===== config.mk =====
export PLATFORM = sky130hd
export DESIGN_NAME = fetch_queue_stage_flat
export DESIGN_NICKNAME = d
export VERILOG_FILES = /design/src/rtl/fetch_queue_stage_if.sv /design/src/rtl/fetch_queue_stage.sv /design/src/flat_wrapper.sv
export SDC_FILE = /design/constraint.sdc
export NUM_CORES = 1
export LEC_CHECK = 0
export ABC_AREA = 1
export ABC_CLOCK_PERIOD_IN_PS = 5000
export CAP_MARGIN = 20
export CORE_AREA = 8 8 112 114
export DETAILED_ROUTE_END_ITERATION = 10
export DIE_AREA = 0 0 120 122
export PLACE_DENSITY_LB_ADDON = 0.12
export SYNTH_ARGS = -nofsm -noshare
export SYNTH_HDL_FRONTEND = slang
export SYNTH_SLANG_ARGS = --single-unit

===== constraint.sdc =====
create_clock -name clk -period 5 [get_ports clk]
set_input_delay 0.5 -clock clk [delete_from_list [all_inputs] [get_ports clk]]
set_output_delay 0.5 -clock clk [all_outputs]
set_load 0.01 [all_outputs]

===== src/rtl/fetch_queue_stage_if.sv =====
// Fetch-stage bus bundle: redirect/throttle inputs, instruction-memory
// request/response channel and the decode-side valid/ready stream.
interface fetch_queue_stage_if;
    logic        fetch_enable;
    logic        redirect;
    logic [15:0] redirect_pc;
    logic        imem_req;
    logic [15:0] imem_addr;
    logic        imem_valid;
    logic [15:0] imem_rdata;
    logic        if_valid;
    logic        if_ready;
    logic [15:0] instruction;
    logic [15:0] PC_2;
    logic        halted;

    modport master (
        input  fetch_enable, redirect, redirect_pc, imem_valid, imem_rdata, if_ready,
        output imem_req, imem_addr, if_valid, instruction, PC_2, halted
    );

    modport slave (
        output fetch_enable, redirect, redirect_pc, imem_valid, imem_rdata, if_ready,
        input  imem_req, imem_addr, if_valid, instruction, PC_2, halted
    );
endinterface


===== src/rtl/fetch_queue_stage.sv =====
// Fetch stage: owns the PC, keeps one instruction-memory request in flight and
// buffers returned instructions in an in-order FIFO feeding decode.
module fetch_queue_stage #(
    parameter int unsigned DEPTH     = 2,
    parameter logic [15:0] RESET_PC  = 16'h0000,
    parameter logic [15:0] NOP_INSTR = 16'h0800
) (
    input  logic                  clk,
    input  logic                  rst,
    fetch_queue_stage_if.master   bus
);
    localparam int unsigned AW = $clog2(DEPTH);
    localparam int unsigned CW = AW + 1;

    typedef enum logic [1:0] {IDLE, WAIT, DROP, HALTED} state_t;

    state_t        state, state_next;
    logic [15:0]   pc, req_pc, last_pc2, req_pc_inc;
    logic [15:0]   instr_q [DEPTH];
    logic [15:0]   pc2_q   [DEPTH];
    logic [AW-1:0] rd_ptr, wr_ptr;
    logic [CW-1:0] count;
    logic          issue, enq, deq, is_halt, not_empty;

    assign req_pc_inc = req_pc + 16'd2;
    assign is_halt    = (bus.imem_rdata[15:11] == 5'b00000);
    assign not_empty  = (count != '0);

    // State register
    always_ff @(posedge clk or negedge rst) begin
        if (!rst) state <= IDLE;
        else      state <= state_next;
    end

    // Next-state logic; redirect outranks everything except a response
    // that has to be consumed in the same cycle.
    always_comb begin
        state_next = state;
        unique case (state)
            IDLE: begin
                if (bus.redirect)  state_next = IDLE;
                else if (issue)    state_next = WAIT;
            end
            WAIT: begin
                if (bus.redirect)        state_next = bus.imem_valid ? IDLE : DROP;
                else if (bus.imem_valid) state_next = is_halt ? HALTED : IDLE;
            end
            DROP: begin
                if (bus.imem_valid) state_next = IDLE;
            end
            HALTED: begin
                if (bus.redirect) state_next = IDLE;
            end
            default: state_next = IDLE;
        endcase
    end

    // Output / control decode
    always_comb begin
        issue = rst && (state == IDLE) && bus.fetch_enable && !bus.redirect
                && (count < CW'(DEPTH));
        enq   = (state == WAIT) && bus.imem_valid && !bus.redirect;
        deq   = not_empty && bus.if_ready && !bus.redirect;

        bus.imem_req    = issue;
        bus.imem_addr   = pc;
        bus.halted      = (state == HALTED);
        bus.if_valid    = not_empty;
        bus.instruction = not_empty ? instr_q[rd_ptr] : NOP_INSTR;
        bus.PC_2        = not_empty ? pc2_q[rd_ptr]   : last_pc2;
    end

    always_ff @(posedge clk or negedge rst) begin
        if (!rst) begin
            pc       <= RESET_PC;
            req_pc   <= RESET_PC;
            last_pc2 <= '0;
            rd_ptr   <= '0;
            wr_ptr   <= '0;
            count    <= '0;
        end else begin
            if (issue) req_pc <= pc;

            if (bus.redirect)  pc <= bus.redirect_pc;
            else if (enq)      pc <= req_pc_inc;

            if (deq) last_pc2 <= pc2_q[rd_ptr];

            // A redirect flushes the FIFO and cancels any concurrent pop.
            if (bus.redirect) begin
                rd_ptr <= '0;
                wr_ptr <= '0;
                count  <= '0;
            end else begin
                if (enq) wr_ptr <= wr_ptr + 1'b1;
                if (deq) rd_ptr <= rd_ptr + 1'b1;
                unique case ({enq, deq})
                    2'b10:   count <= count + 1'b1;
                    2'b01:   count <= count - 1'b1;
                    default: count <= count;
                endcase
            end
        end
    end

    // FIFO storage needs no reset; occupancy is tracked by count.
    always_ff @(posedge clk) begin
        if (enq) begin
            instr_q[wr_ptr] <= bus.imem_rdata;
            pc2_q[wr_ptr]   <= req_pc_inc;
        end
    end
endmodule


===== src/flat_wrapper.sv =====
// flat-port wrapper written by rule: the top's interface ports become plain ports
module fetch_queue_stage_flat 
#(
    parameter int unsigned DEPTH     = 2,
    parameter logic [15:0] RESET_PC  = 16'h0000,
    parameter logic [15:0] NOP_INSTR = 16'h0800
)
  (clk, rst, bus_fetch_enable, bus_redirect, bus_redirect_pc, bus_imem_valid, bus_imem_rdata, bus_if_ready, bus_imem_req, bus_imem_addr, bus_if_valid, bus_instruction, bus_PC_2, bus_halted);
  fetch_queue_stage_if bus_i ();
  input  logic clk;
  input  logic rst;
  input wire logic [$bits(bus_i.fetch_enable)-1:0] bus_fetch_enable;
  input wire logic [$bits(bus_i.redirect)-1:0] bus_redirect;
  input wire logic [$bits(bus_i.redirect_pc)-1:0] bus_redirect_pc;
  input wire logic [$bits(bus_i.imem_valid)-1:0] bus_imem_valid;
  input wire logic [$bits(bus_i.imem_rdata)-1:0] bus_imem_rdata;
  input wire logic [$bits(bus_i.if_ready)-1:0] bus_if_ready;
  output wire logic [$bits(bus_i.imem_req)-1:0] bus_imem_req;
  output wire logic [$bits(bus_i.imem_addr)-1:0] bus_imem_addr;
  output wire logic [$bits(bus_i.if_valid)-1:0] bus_if_valid;
  output wire logic [$bits(bus_i.instruction)-1:0] bus_instruction;
  output wire logic [$bits(bus_i.PC_2)-1:0] bus_PC_2;
  output wire logic [$bits(bus_i.halted)-1:0] bus_halted;
  assign bus_i.fetch_enable = bus_fetch_enable;
  assign bus_i.redirect = bus_redirect;
  assign bus_i.redirect_pc = bus_redirect_pc;
  assign bus_i.imem_valid = bus_imem_valid;
  assign bus_i.imem_rdata = bus_imem_rdata;
  assign bus_i.if_ready = bus_if_ready;
  assign bus_imem_req = bus_i.imem_req;
  assign bus_imem_addr = bus_i.imem_addr;
  assign bus_if_valid = bus_i.if_valid;
  assign bus_instruction = bus_i.instruction;
  assign bus_PC_2 = bus_i.PC_2;
  assign bus_halted = bus_i.halted;
  fetch_queue_stage #(.DEPTH(DEPTH), .RESET_PC(RESET_PC), .NOP_INSTR(NOP_INSTR)) u_core (.clk(clk), .rst(rst), .bus(bus_i));
endmodule

==> flow_summary.yaml <==
outcome:
  status: "finished clean"
synth:
  ys_types: 32
  post_synth_most_frequent_cells: "nand2_1, edfxtp_1, dfrtp_1"
  synth-async-reset-ratio_pct: 45.8
  synth_area_leaders: "edfxtp_1, dfrtp_1, nand2_1"
  synth_area_um2: 5270
  yosys.cell_count.top_type: "nand2_1"
  synthesis.nets: 605
  yosys.area.top_type_share_pct: 36.5
  synth_seq_cells: 118
  synth_ff_type: "edfxtp_1"
  avgSynthCellArea_um2: 9.31
  yosys_warnings: 0
  synth_edf_count: 64
  syn_inst: 566
  synth_area_leader_cell: "edfxtp_1"
  synth_seq_area_share_pct: 62.1
drt:
  wire_per_inst_um: 14.6
  drtIter0Drc: 304
  drt_pass1_iterations: 4
  via_per_inst: 4.93
  ant_nets: 0
  wirelength_mm: 11.8
  drc_errors: 0
  routed-via-count: 3994
power:
  internal-power_w: 0.00256
  p_leak_nw: 2.89
  combPwrFrac_pct: 29.3
  pwr_density_cell_nw_per_um2: 547
  seqPwrFrac_pct: 37.5
  switching_share_pct: 31.5
  ir_worst_vdd_mv: 0.275
  netSwitchingPower_w: 0.00118
  clkPwrFrac_pct: 33.2
global_routing:
  gr-usage-all-layers_pct: 17.2
  grtUsageMet3_pct: 6.29
  use_met2_pct: 26.9
  grt.busiest_layer: "met2"
  grt_pass1_vias: 4024
  grt_antenna_before_repair: 0
  overflow: 0
  grt_start_max_net_pins: 55
  grtUsageMet1_pct: 21.6
  grt_pass1_wl_mm: 19.9
timing:
  fin_ws_ps: 1550
  period_share_pct: 69.1
  rsz0062_at_grt: "no"
  finalHoldViolCount: 0
  fmax_mhz: 290
  worstMarginPinSlew_ps: 965
  setup-tns-final_ps: 0
  fin_crit_ps: 3450
  relSlewSlack_pct: 35.2
  slew_viol_final: 0
  setup_viol: 0
  skew_ps: 7.70
cts:
  hold_buffers: 0
  clk_path_buf_depth: 2
  cts_resized: 0
  htree_levels: 4
  clkLatencyLatePin_ps: 510
  cts_tree: "built"
  post-cts-setup-buffer-count: 0
  cts.sinks: 118
  path_clk_slew_ps: 60
  numCtsBuffers: 17
  root_buffer: "clkbuf_8"
placement:
  dp_slack_ps: 1480
  portBuffers: 88
  place.gp.congestion: 0.850
  dpl.hpwl_mm: 8.14
setup_path:
  worstPathMaxFanout: 28
  crit_slowest_cell: "clkdlybuf4s50_1"
  crit_type: "in -> out"
  required_ps: 4500
  startpoint: "bus_redirect"
  worst_setup_path_end_kind: "output port"
  max_stage_delay_ps: 890
  start_kind: "input pin"
  cpMostUsedCell: "clkdlybuf4s50_1"
  crit_chain: "clkdlybuf4s50_1 > inv_6 > nand3_4 > nor2_4 > clkdlybuf4s50_1"
  r2r-start: "u_core.state[1]$_DFFE_PN0P_"
  worst_ep_arrival_time_ps: 2950
cells_and_area:
  area_growth_pct: 30.0
  finalNetCount: 696
  drive_gt1_share_pct: 8.51
  n_antenna_cell: 0
die:
  core_um2: 10700
  start_util_pct: 49.2
  dieHeight_um: 122
  io_pins: 89
  dieArea_um2: 14600
  num_rows: 38
  die_w_um: 120
worst_hold_path:
  hp-class: "in -> async"
flow_run:
  drv_cap: 0
[power groups by stage]
| stage | Sequential, W | Clock, W | Combinational (W) |
|---|---|---|---|
| 2_1_floorplan | 0.00140 | 0 | 0.000603 |
| 3_3_place_gp | 0.00142 | 0 | 0.00107 |
| 3_5_place_dp | 0.00142 | 0 | 0.00110 |
| 4_1_cts | 0.00141 | 0.00127 | 0.00111 |
| 5_1_grt | 0.00143 | 0.00131 | 0.00123 |
| 6_report | 0.00140 | 0.00124 | 0.00110 |
[sequential cells by signal (all words and copies together), names as in the netlist]
name                  count
u_core.wr_ptr             1
u_core.rd_ptr             1
u_core.last_pc2          16
u_core.state              2
u_core.instr_q           32
u_core.count              2
u_core.pc2_q             32
u_core.bus.imem_addr     16
u_core.req_pc            16
[worst paths after layout]
| path | to | slack, ps | depth (start not counted) |
|---|---|---|---|
| setup / recovery | bus_imem_req | 1550 | 5 |
| hold / removal | u_core.last_pc2[3]$_DFFE_PN0P_ | 200 | 2 |
| setup reg to reg | u_core.instr_q[0][8]$_DFFE_PP_ | 2470 | 8 |
| hold reg to reg | u_core.last_pc2[4]$_DFFE_PN0P_ | 520 | 2 |
| max in group asynchronous | u_core.bus.imem_addr[4]$_DFFE_PN0P_ | 4330 | 2 |
| min in group clk | u_core.req_pc[3]$_DFFE_PN0P_ | 470 | 4 |
[stage by stage]
step | util (%) | std cells | area [µm²] | power [W] | hold WS, ps
after floorplan | - | 566 | 5270 | 0.00200 | 204
after global placement | 58.3 | 778 | 6240 | 0.00249 | 496
after detailed placement | 58.3 | 778 | 6240 | 0.00252 | 502
after CTS | 64.0 | 810 | 6850 | 0.00378 | 205
after global routing | 64.0 | 810 | 6850 | 0.00397 | 245
final | 64.0 | 810 | 6850 | 0.00374 | 197
[cells in the final DEF (no fill, tap or decap), drive strengths merged]
| cell | Yosys | routed |
|---|---|---|
| nand4 | 5 | 5 |
| o211ai | 1 | 1 |
| inv | 47 | 49 |
| and2 | 4 | 4 |
| a31oi | 1 | 1 |
| buf | 12 | 5 |
| xor2 | 5 | 5 |
| ha | 1 | 1 |
| o21ai | 51 | 51 |
| dfrtp | 54 | 54 |
| nor2 | 20 | 20 |
| clkinvlp | 0 | 3 |
| a21oi | 16 | 16 |
| clkbuf | 8 | 19 |
| o22ai | 1 | 1 |
| clkinv | 4 | 8 |
| clkdlybuf4s50 | 0 | 87 |
| nor3 | 2 | 2 |
| edfxtp | 64 | 64 |
| nand2 | 242 | 242 |
| nand3 | 28 | 28 |
| bufinv | 0 | 4 |
[worst max-delay path: cells and delay by family]
kind	cells	cell delay [ps]
buf+inv	3	1850
simple gates	2	590
[metal layers]
metal  vias up  share of wire (%)
li1       2022                  -
met1      1853                 46
met2       105                 46
met3        14                6.9
met4         0                1.4
met5         -                  0
[cell type report]
| class | count | area (µm²) |
|---|---|---|
| clock inverter | 13 | 179 |
| timing repair buffer | 92 | 906 |
| tap | 140 | 175 |
| multi-input combinational | 377 | 1680 |
| sequential | 118 | 3270 |
| clock buffer | 19 | 432 |
| inverter | 51 | 199 |
| fill | 877 | 3850 |
[cell families after synthesis]
family / count (synthesis) / synth area share [%]
XOR/XNOR: 5 / 0.974
adder cells (fa/ha/maj): 1 / 0.237
AND/OR/NAND/NOR: 301 / 24.0
buffers and inverters: 71 / 5.94
AO/OA/AOI/OAI: 70 / 6.75
flip-flops: 118 / 62.1
(Power assumes the default switching activity.)
